File: config.mk
export PLATFORM = sky130hd
export DESIGN_NAME = fastpath_optab_loader
export DESIGN_NICKNAME = d
export VERILOG_FILES = /design/src/rtl/fastpath_cfg_pkg.sv /design/src/rtl/fastpath_byte_unpacker.sv /design/src/rtl/fastpath_optab_loader.sv
export SDC_FILE = /design/constraint.sdc
export NUM_CORES = 1
export LEC_CHECK = 0
export BUFFER_PORTS_ARGS = -buffer_cell sky130_fd_sc_hd__clkbuf_2
export CORE_AREA = 4 4 144 146
export CTS_CLUSTER_DIAMETER = 200
export CTS_CLUSTER_SIZE = 40
export DETAILED_ROUTE_END_ITERATION = 16
export DIE_AREA = 0 0 148 150
export PLACE_DENSITY = 0.79
export REMOVE_ABC_BUFFERS = 1
export SLEW_MARGIN = 20
export SYNTH_ARGS = -nofsm -noshare
export SYNTH_HDL_FRONTEND = slang
export SYNTH_SLANG_ARGS = --single-unit
File: constraint.sdc
create_clock -name clk -period 17.7 [get_ports clk]
set_input_delay 0.885 -clock clk [delete_from_list [all_inputs] [get_ports clk]]
set_output_delay 0.885 -clock clk [all_outputs]
set_load 0.01 [all_outputs]
File: src/rtl/fastpath_cfg_pkg.sv
// Shared constants for the fast-path opcode table loader: op codes, header
// field positions, table/bitmap geometry and FSM state encodings.
package fastpath_cfg_pkg;

    localparam int TAB_AW = 12;
    localparam int SUB_IW = 8;

    localparam logic [3:0] OP_TAB = 4'h1;
    localparam logic [3:0] OP_SUB = 4'h2;
    localparam logic [3:0] OP_CLR = 4'h3;

    localparam int HDR_OP_LO    = 60;
    localparam int HDR_START_LO = 48;
    localparam int HDR_CNT_LO   = 32;

    typedef logic [2:0] state_t;
    localparam state_t S_IDLE    = 3'd0;
    localparam state_t S_QUIESCE = 3'd1;
    localparam state_t S_FETCH   = 3'd2;
    localparam state_t S_UNPACK  = 3'd3;
    localparam state_t S_SUBWR   = 3'd4;
    localparam state_t S_CLEAR   = 3'd5;
    localparam state_t S_FINISH  = 3'd6;

    function automatic logic op_has_payload(input logic [3:0] op);
        return (op == OP_TAB) || (op == OP_SUB);
    endfunction

endpackage

File: src/rtl/fastpath_byte_unpacker.sv
// Turns one 64-bit word into consecutive byte writes (LSB first) at
// incrementing addresses; a long span with zero data doubles as a table clear.
module fastpath_byte_unpacker
    import fastpath_cfg_pkg::*;
#(
    parameter int AW = TAB_AW
) (
    input  logic          clk,
    input  logic          rst,
    input  logic          load,
    input  logic [63:0]   word,
    input  logic [AW-1:0] base,
    input  logic [AW-1:0] span,
    output logic          wen,
    output logic [AW-1:0] addr,
    output logic [7:0]    data,
    output logic          last
);

    logic [55:0]   shreg;
    logic [AW-1:0] rem;

    // span is the number of writes minus one, so a full-table sweep fits in AW bits
    always_ff @(posedge clk or posedge rst) begin
        if (rst) begin
            wen   <= 1'b0;
            addr  <= '0;
            data  <= '0;
            shreg <= '0;
            rem   <= '0;
        end else if (load) begin
            wen   <= 1'b1;
            addr  <= base;
            data  <= word[7:0];
            shreg <= word[63:8];
            rem   <= span;
        end else if (wen && rem != '0) begin
            addr  <= addr + AW'(1);
            data  <= shreg[7:0];
            shreg <= {8'h00, shreg[55:8]};
            rem   <= rem - AW'(1);
        end else begin
            wen   <= 1'b0;
        end
    end

    assign last = wen && (rem == '0);

endmodule

File: src/rtl/fastpath_optab_loader.sv
// Config sequencer: unpacks header/payload words into opcode-table byte writes
// and attribute-bitmap chunk writes, quiescing the translator around each command.
// Optional trailer checksum: define FASTPATH_LOADER_CHECKSUM_EN.
module fastpath_optab_loader #(
    parameter int TAB_AW = 12,
    parameter int SUB_IW = 8,
    parameter int CNT_W  = 16
) (
    input  logic              clk,
    input  logic              rst,
    input  logic              cfg_valid,
    output logic              cfg_ready,
    input  logic [63:0]       cfg_data,
    output logic              dec_hold,
    input  logic              dec_idle,
    output logic              tab_wen,
    output logic [TAB_AW-1:0] tab_addr,
    output logic [7:0]        tab_data,
    output logic              sub_en,
    output logic [SUB_IW-1:0] sub_idx,
    output logic [63:0]       sub_data,
    output logic              busy,
    output logic              done,
    output logic              err
);
    import fastpath_cfg_pkg::*;

    state_t            state, nxt, after_word;
    logic [3:0]        op;
    logic [CNT_W-1:0]  cnt;
    logic [TAB_AW-1:0] ptr;
    logic              acc, trailer, up_load, up_last;
    logic [63:0]       up_word;
    logic [TAB_AW-1:0] up_base, up_span;

    logic [3:0]        h_op;
    logic [TAB_AW-1:0] h_start;
    logic [CNT_W-1:0]  h_cnt;
    logic              h_legal;

    assign acc     = cfg_valid && cfg_ready;
    assign h_op    = cfg_data[HDR_OP_LO +: 4];
    assign h_start = cfg_data[HDR_START_LO +: TAB_AW];
    assign h_cnt   = cfg_data[HDR_CNT_LO +: CNT_W];
    assign h_legal = op_has_payload(h_op) || (h_op == OP_CLR);

`ifdef FASTPATH_LOADER_CHECKSUM_EN
    logic [63:0] csum;
    // with the checksum on, the last payload is followed by a trailer fetch
    assign trailer    = (cnt == '0);
    assign after_word = S_FETCH;
`else
    assign trailer    = 1'b0;
    assign after_word = (cnt == '0) ? S_FINISH : S_FETCH;
`endif

    always_comb begin
        nxt     = state;
        up_load = 1'b0;
        up_word = cfg_data;
        up_base = ptr;
        up_span = TAB_AW'(7);
        case (state)
            S_IDLE:
                if (acc) begin
                    if (h_op == OP_CLR || (op_has_payload(h_op) && h_cnt != '0))
                        nxt = S_QUIESCE;
                    else
                        nxt = S_FINISH;
                end
            S_QUIESCE:
                if (dec_idle) begin
                    if (op == OP_CLR) begin
                        nxt     = S_CLEAR;
                        up_load = 1'b1;
                        up_word = '0;
                        up_base = '0;
                        up_span = '1;
                    end else begin
                        nxt = S_FETCH;
                    end
                end
            S_FETCH:
                if (acc) begin
                    if (trailer)
                        nxt = S_FINISH;
                    else if (op == OP_TAB) begin
                        nxt     = S_UNPACK;
                        up_load = 1'b1;
                    end else
                        nxt = S_SUBWR;
                end
            S_UNPACK: if (up_last) nxt = (after_word == S_FETCH && cnt == '0 && !trailer) ? S_FINISH : after_word;
            S_SUBWR:  nxt = (after_word == S_FETCH && cnt == '0 && !trailer) ? S_FINISH : after_word;
            S_CLEAR:  if (up_last) nxt = S_FINISH;
            S_FINISH: nxt = S_IDLE;
            default:  nxt = S_IDLE;
        endcase
    end

    always_ff @(posedge clk or posedge rst) begin
        if (rst) begin
            state     <= S_IDLE;
            cfg_ready <= 1'b0;
            dec_hold  <= 1'b0;
            busy      <= 1'b0;
            done      <= 1'b0;
            err       <= 1'b0;
            op        <= '0;
            cnt       <= '0;
            ptr       <= '0;
            sub_en    <= 1'b0;
            sub_idx   <= '0;
            sub_data  <= '0;
`ifdef FASTPATH_LOADER_CHECKSUM_EN
            csum      <= '0;
`endif
        end else begin
            state     <= nxt;
            cfg_ready <= (nxt == S_IDLE) || (nxt == S_FETCH);
            busy      <= (nxt != S_IDLE);
            done      <= (nxt == S_FINISH);
            // zero-count and illegal headers reach FINISH without ever holding
            dec_hold  <= (nxt != S_IDLE) && (nxt != S_FINISH || dec_hold);
            sub_en    <= 1'b0;

            if (state == S_IDLE && acc) begin
                op  <= h_op;
                cnt <= h_cnt;
                ptr <= h_start;
                err <= !h_legal;
`ifdef FASTPATH_LOADER_CHECKSUM_EN
                csum <= '0;
`endif
            end

            if (state == S_FETCH && acc && !trailer) begin
                cnt <= cnt - CNT_W'(1);
`ifdef FASTPATH_LOADER_CHECKSUM_EN
                csum <= csum ^ cfg_data;
`endif
                if (op == OP_TAB) begin
                    ptr <= ptr + TAB_AW'(8);
                end else begin
                    sub_en   <= 1'b1;
                    sub_idx  <= ptr[SUB_IW-1:0];
                    sub_data <= cfg_data;
                    ptr      <= ptr + TAB_AW'(1);
                end
            end

`ifdef FASTPATH_LOADER_CHECKSUM_EN
            if (state == S_FETCH && acc && trailer && cfg_data != csum)
                err <= 1'b1;
`endif

            // bitmap clear runs alongside the first 256 table-clear cycles
            if (state == S_QUIESCE && dec_idle && op == OP_CLR) begin
                sub_en   <= 1'b1;
                sub_idx  <= '0;
                sub_data <= '0;
            end else if (state == S_CLEAR && sub_en && sub_idx != '1) begin
                sub_en  <= 1'b1;
                sub_idx <= sub_idx + SUB_IW'(1);
            end
        end
    end

    fastpath_byte_unpacker #(.AW(TAB_AW)) u_unpack (
        .clk  (clk),
        .rst  (rst),
        .load (up_load),
        .word (up_word),
        .base (up_base),
        .span (up_span),
        .wen  (tab_wen),
        .addr (tab_addr),
        .data (tab_data),
        .last (up_last)
    );

endmodule

==> metrics <==
wire length of the first global-routing pass between 40000 and 50000 um; met1 GRT Util 32.4%; WP buf/inv 4; number of placed cells counting well taps 1425; number of buffers inserted to repair setup after CTS 0; path class of the lowest-slack min-delay path reg2reg; top cell family by delay on the critical path buffers and inverters; critical path startpoint category register; Setup Viol. Count Final 0; final WL 25400 um; data arrival time of the critical path 4000 ps; commonest non-fill, non-tap cell in the layout sky130_fd_sc_hd__nand2_1; number of cell rows 51; routing usage on met2 36.2%; pin count of the biggest net entering global routing about 140; pins over their slew limit 0; synthesis warning total 0; total overflow reported by the global router 0; Worst-Margin Slew 1020 ps; drt wl/cell 17.7 um; Flop pwr share 46.5%; EDFF count, synth 0; number of resized instances in the post-cts repair step 0; initial antenna violation count 0; total count of hold-check failures in the final report 0; Most Frequent Cell on Critical Path sky130_fd_sc_hd__buf_4; Power Density between 150 and 200 nW/um^2; later-pin clock latency in the skew report 480 ps; half-perimeter wire length of the detailed placement result 16900 um; Layout Skew 64.7 ps; post-route setup TNS 0 ps; standby leakage power 4.89 nW; Total GRT Usage 22.4%; commonest cells after routing, fill and taps aside sky130_fd_sc_hd__nand2_1 (272), sky130_fd_sc_hd__dfrtp_1 (202), sky130_fd_sc_hd__clkbuf_2 (166); number of instances in the synthesized netlist 1056; stage delay of the slowest cell on the critical path 760 ps; antenna-violating nets left 0; library cells used by synthesis 55; proportion of synthesized flip-flops having asynchronous set or reset 100%; Initial Utilization around half; register clock-pin slew on the reported worst setup and hold paths 140 ps; Synth Area per Inst 9.02 sq um; number of ports placed on the die boundary 167; power share of the combinational group between 40% and 50%; maximum resistive drop on vdd 0.000118 V; clk buf depth 3; die boundary height 150 um; number of flip-flops and latches in the synthesized netlist 202; outcome finished clean; cell area after placement approximately 11000 sq um; Die Outline Area 22200 sq um; slowest cell on the critical path sky130_fd_sc_hd__dfrtp_1; CTS hold repair buffers 0; CTS root buf sky130_fd_sc_hd__clkbuf_16; number of standard cells in the layout, taps in and fillers out between 1000 and 1500; share of post-route cells with drive strength above 1 17.5%; diode count 0; number of max-capacitance violations reported 0; final weighted congestion in routability-driven placement 0.882; biggest fanout along the worst timing path 57; sw frac between 40% and 50%; FMAX 277 MHz; initial drt markers 737; Net count, final 1247; H-tree levels 1; part of the total power dissipated in the clock network 13.6%; area of the core 19400 sq um; number of sinks handled by clock tree synthesis 202; clock tree from TritonCTS built; first-pass iteration count of the detailed router 5; via count of the first global-routing pass 7951; layer with the highest usage after global routing met2; overall via count from detail_route 8380; data required time of the worst path 18090 ps; Layout Area Growth over Synthesis 13.3%; DRC violation count after routing 0; minimum period implied by the final worst setup slack 3610 ps; setup repair after global routing missed its margin no; category of the most critical setup path reg2reg; die width 148 um; cts bufs inserted 9; post-route fraction of the period consumed by the critical path 20.4%; predominant post-synthesis flop cell sky130_fd_sc_hd__dfrtp_1; Int Pwr 1.05 mW; fin area 10800 sq um; P_sw between 700 and 800 uW; met3 Resource Use GR 3.36%; Seq/Total Area, Yosys 53.1%; sequence of cells on the critical path buf_4 -> inv_1 -> nor3_4 -> buf_4 -> nor2_1 -> buf_4 -> a22o_1; number of buffer cells added on primary ports 166; post-synthesis instance area 9530 sq um; Worst slew margin 32.1%; critical path capture point type register; vias per cell 5.84; Worst Hold Slack 519 ps
## synthesized netlist by cell type, types with 4 or more instances
cell type,n,area share (%)
sky130_fd_sc_hd__o31ai_1,6,0.47
sky130_fd_sc_hd__nor2_1,81,3.2
sky130_fd_sc_hd__a22o_1,24,2.2
sky130_fd_sc_hd__nor3b_1,4,0.32
sky130_fd_sc_hd__o21ai_0,56,2.9
sky130_fd_sc_hd__o211ai_1,5,0.39
sky130_fd_sc_hd__ha_1,8,1.1
sky130_fd_sc_hd__nor3_1,15,0.79
sky130_fd_sc_hd__a21oi_1,91,4.8
sky130_fd_sc_hd__clkbuf_1,51,2.0
sky130_fd_sc_hd__xnor2_1,12,1.1
sky130_fd_sc_hd__nand2_1,272,11
sky130_fd_sc_hd__mux2i_1,12,1.3
sky130_fd_sc_hd__inv_1,20,0.79
sky130_fd_sc_hd__buf_2,15,0.79
sky130_fd_sc_hd__a221oi_1,5,0.46
sky130_fd_sc_hd__nand4_1,13,0.85
sky130_fd_sc_hd__nor4_1,9,0.59
sky130_fd_sc_hd__a311oi_1,51,4.7
sky130_fd_sc_hd__nand3_1,21,1.1
sky130_fd_sc_hd__and3_1,7,0.46
sky130_fd_sc_hd__a22oi_1,4,0.32
sky130_fd_sc_hd__buf_1,8,0.32
sky130_fd_sc_hd__xor2_1,5,0.46
sky130_fd_sc_hd__dfrtp_1,202,53
sky130_fd_sc_hd__o22ai_1,17,1.1
## worst min-delay path, delay by kind of cell (launching register included)
family | cells | cell delay, ps
AOI/OAI and AO/OA | 1 | 70
and+or+nand+nor | 1 | 50
DFF | 1 | 380
## flip-flops by register name (all words and copies together) (netlist names)
name,flops
sub_en,1
sub_idx,8
done,1
busy,1
cnt,16
cfg_ready,1
dec_hold,1
err,1
state,3
op,4
u_unpack.addr,12
sub_data,64
u_unpack.wen,1
ptr,12
u_unpack.rem,12
u_unpack.shreg,56
u_unpack.data,8
## per-layer routing
layer,up-vias,part of all wire [%]
met5,-,0
met4,0,2.0
met3,36,7.2
met2,325,47
met1,4076,44
li1,3943,-
## power groups by stage
stage / Sequential, mW / Clock [mW] / Combinational, mW
after CTS: 0.828 / 0.249 / 0.721
after detailed placement: 0.838 / 0 / 0.718
after floorplan: 0.852 / 0 / 0.426
after global placement: 0.833 / 0 / 0.697
final: 0.832 / 0.243 / 0.716
after global routing: 0.858 / 0.263 / 0.804
## worst paths after layout
| check | startpoint | slack (ps) | end | cells past startpoint |
|---|---|---|---|---|
| worst max-delay path | state[1] | 14090 | sub_data[62] | 7 |
| worst min-delay path | err | 520 | err | 2 |
| worst max register to register | state[1] | 14090 | sub_data[62] | 7 |
| worst min register to register | err | 520 | err | 2 |
| max in group asynchronous | rst | 15580 | cfg_ready | 3 |
| min in group asynchronous | rst | 570 | u_unpack.data[7] | 2 |
## stage by stage
| stage | utilization (%) | setup slack, ps | power (mW) |
|---|---|---|---|
| finish | 55.6 | 14090 | 1.79 |
| global route | 55.6 | 13890 | 1.93 |
| CTS | 55.6 | 14150 | 1.80 |
| detailed placement | 54.3 | 14010 | 1.56 |
| global placement | 54.3 | 14100 | 1.53 |
| floorplan | - | 9130 | 1.28 |
## final cells by class
type	instances	area [sq um]
Clock inverter	1	30.0
Tap cell	265	332
Sequential cell	202	5050
Inverter	20	82.6
Multi-Input combinational cell	760	4150
Timing Repair Buffer	178	921
Fill cell	1799	8610
Clock buffer	9	225
## cells by family after synthesis
family,Yosys count,share of synthesized area (%)
AO/OA/AOI/OAI,273,18.7
AND/OR/NAND/NOR,450,20.4
buffers and inverters,94,3.90
multiplexers,12,1.26
flip-flops,202,53.1
XOR/XNOR,17,1.56
adder cells (fa/ha/maj),8,1.05
Power figures use the tool's default switching activity.
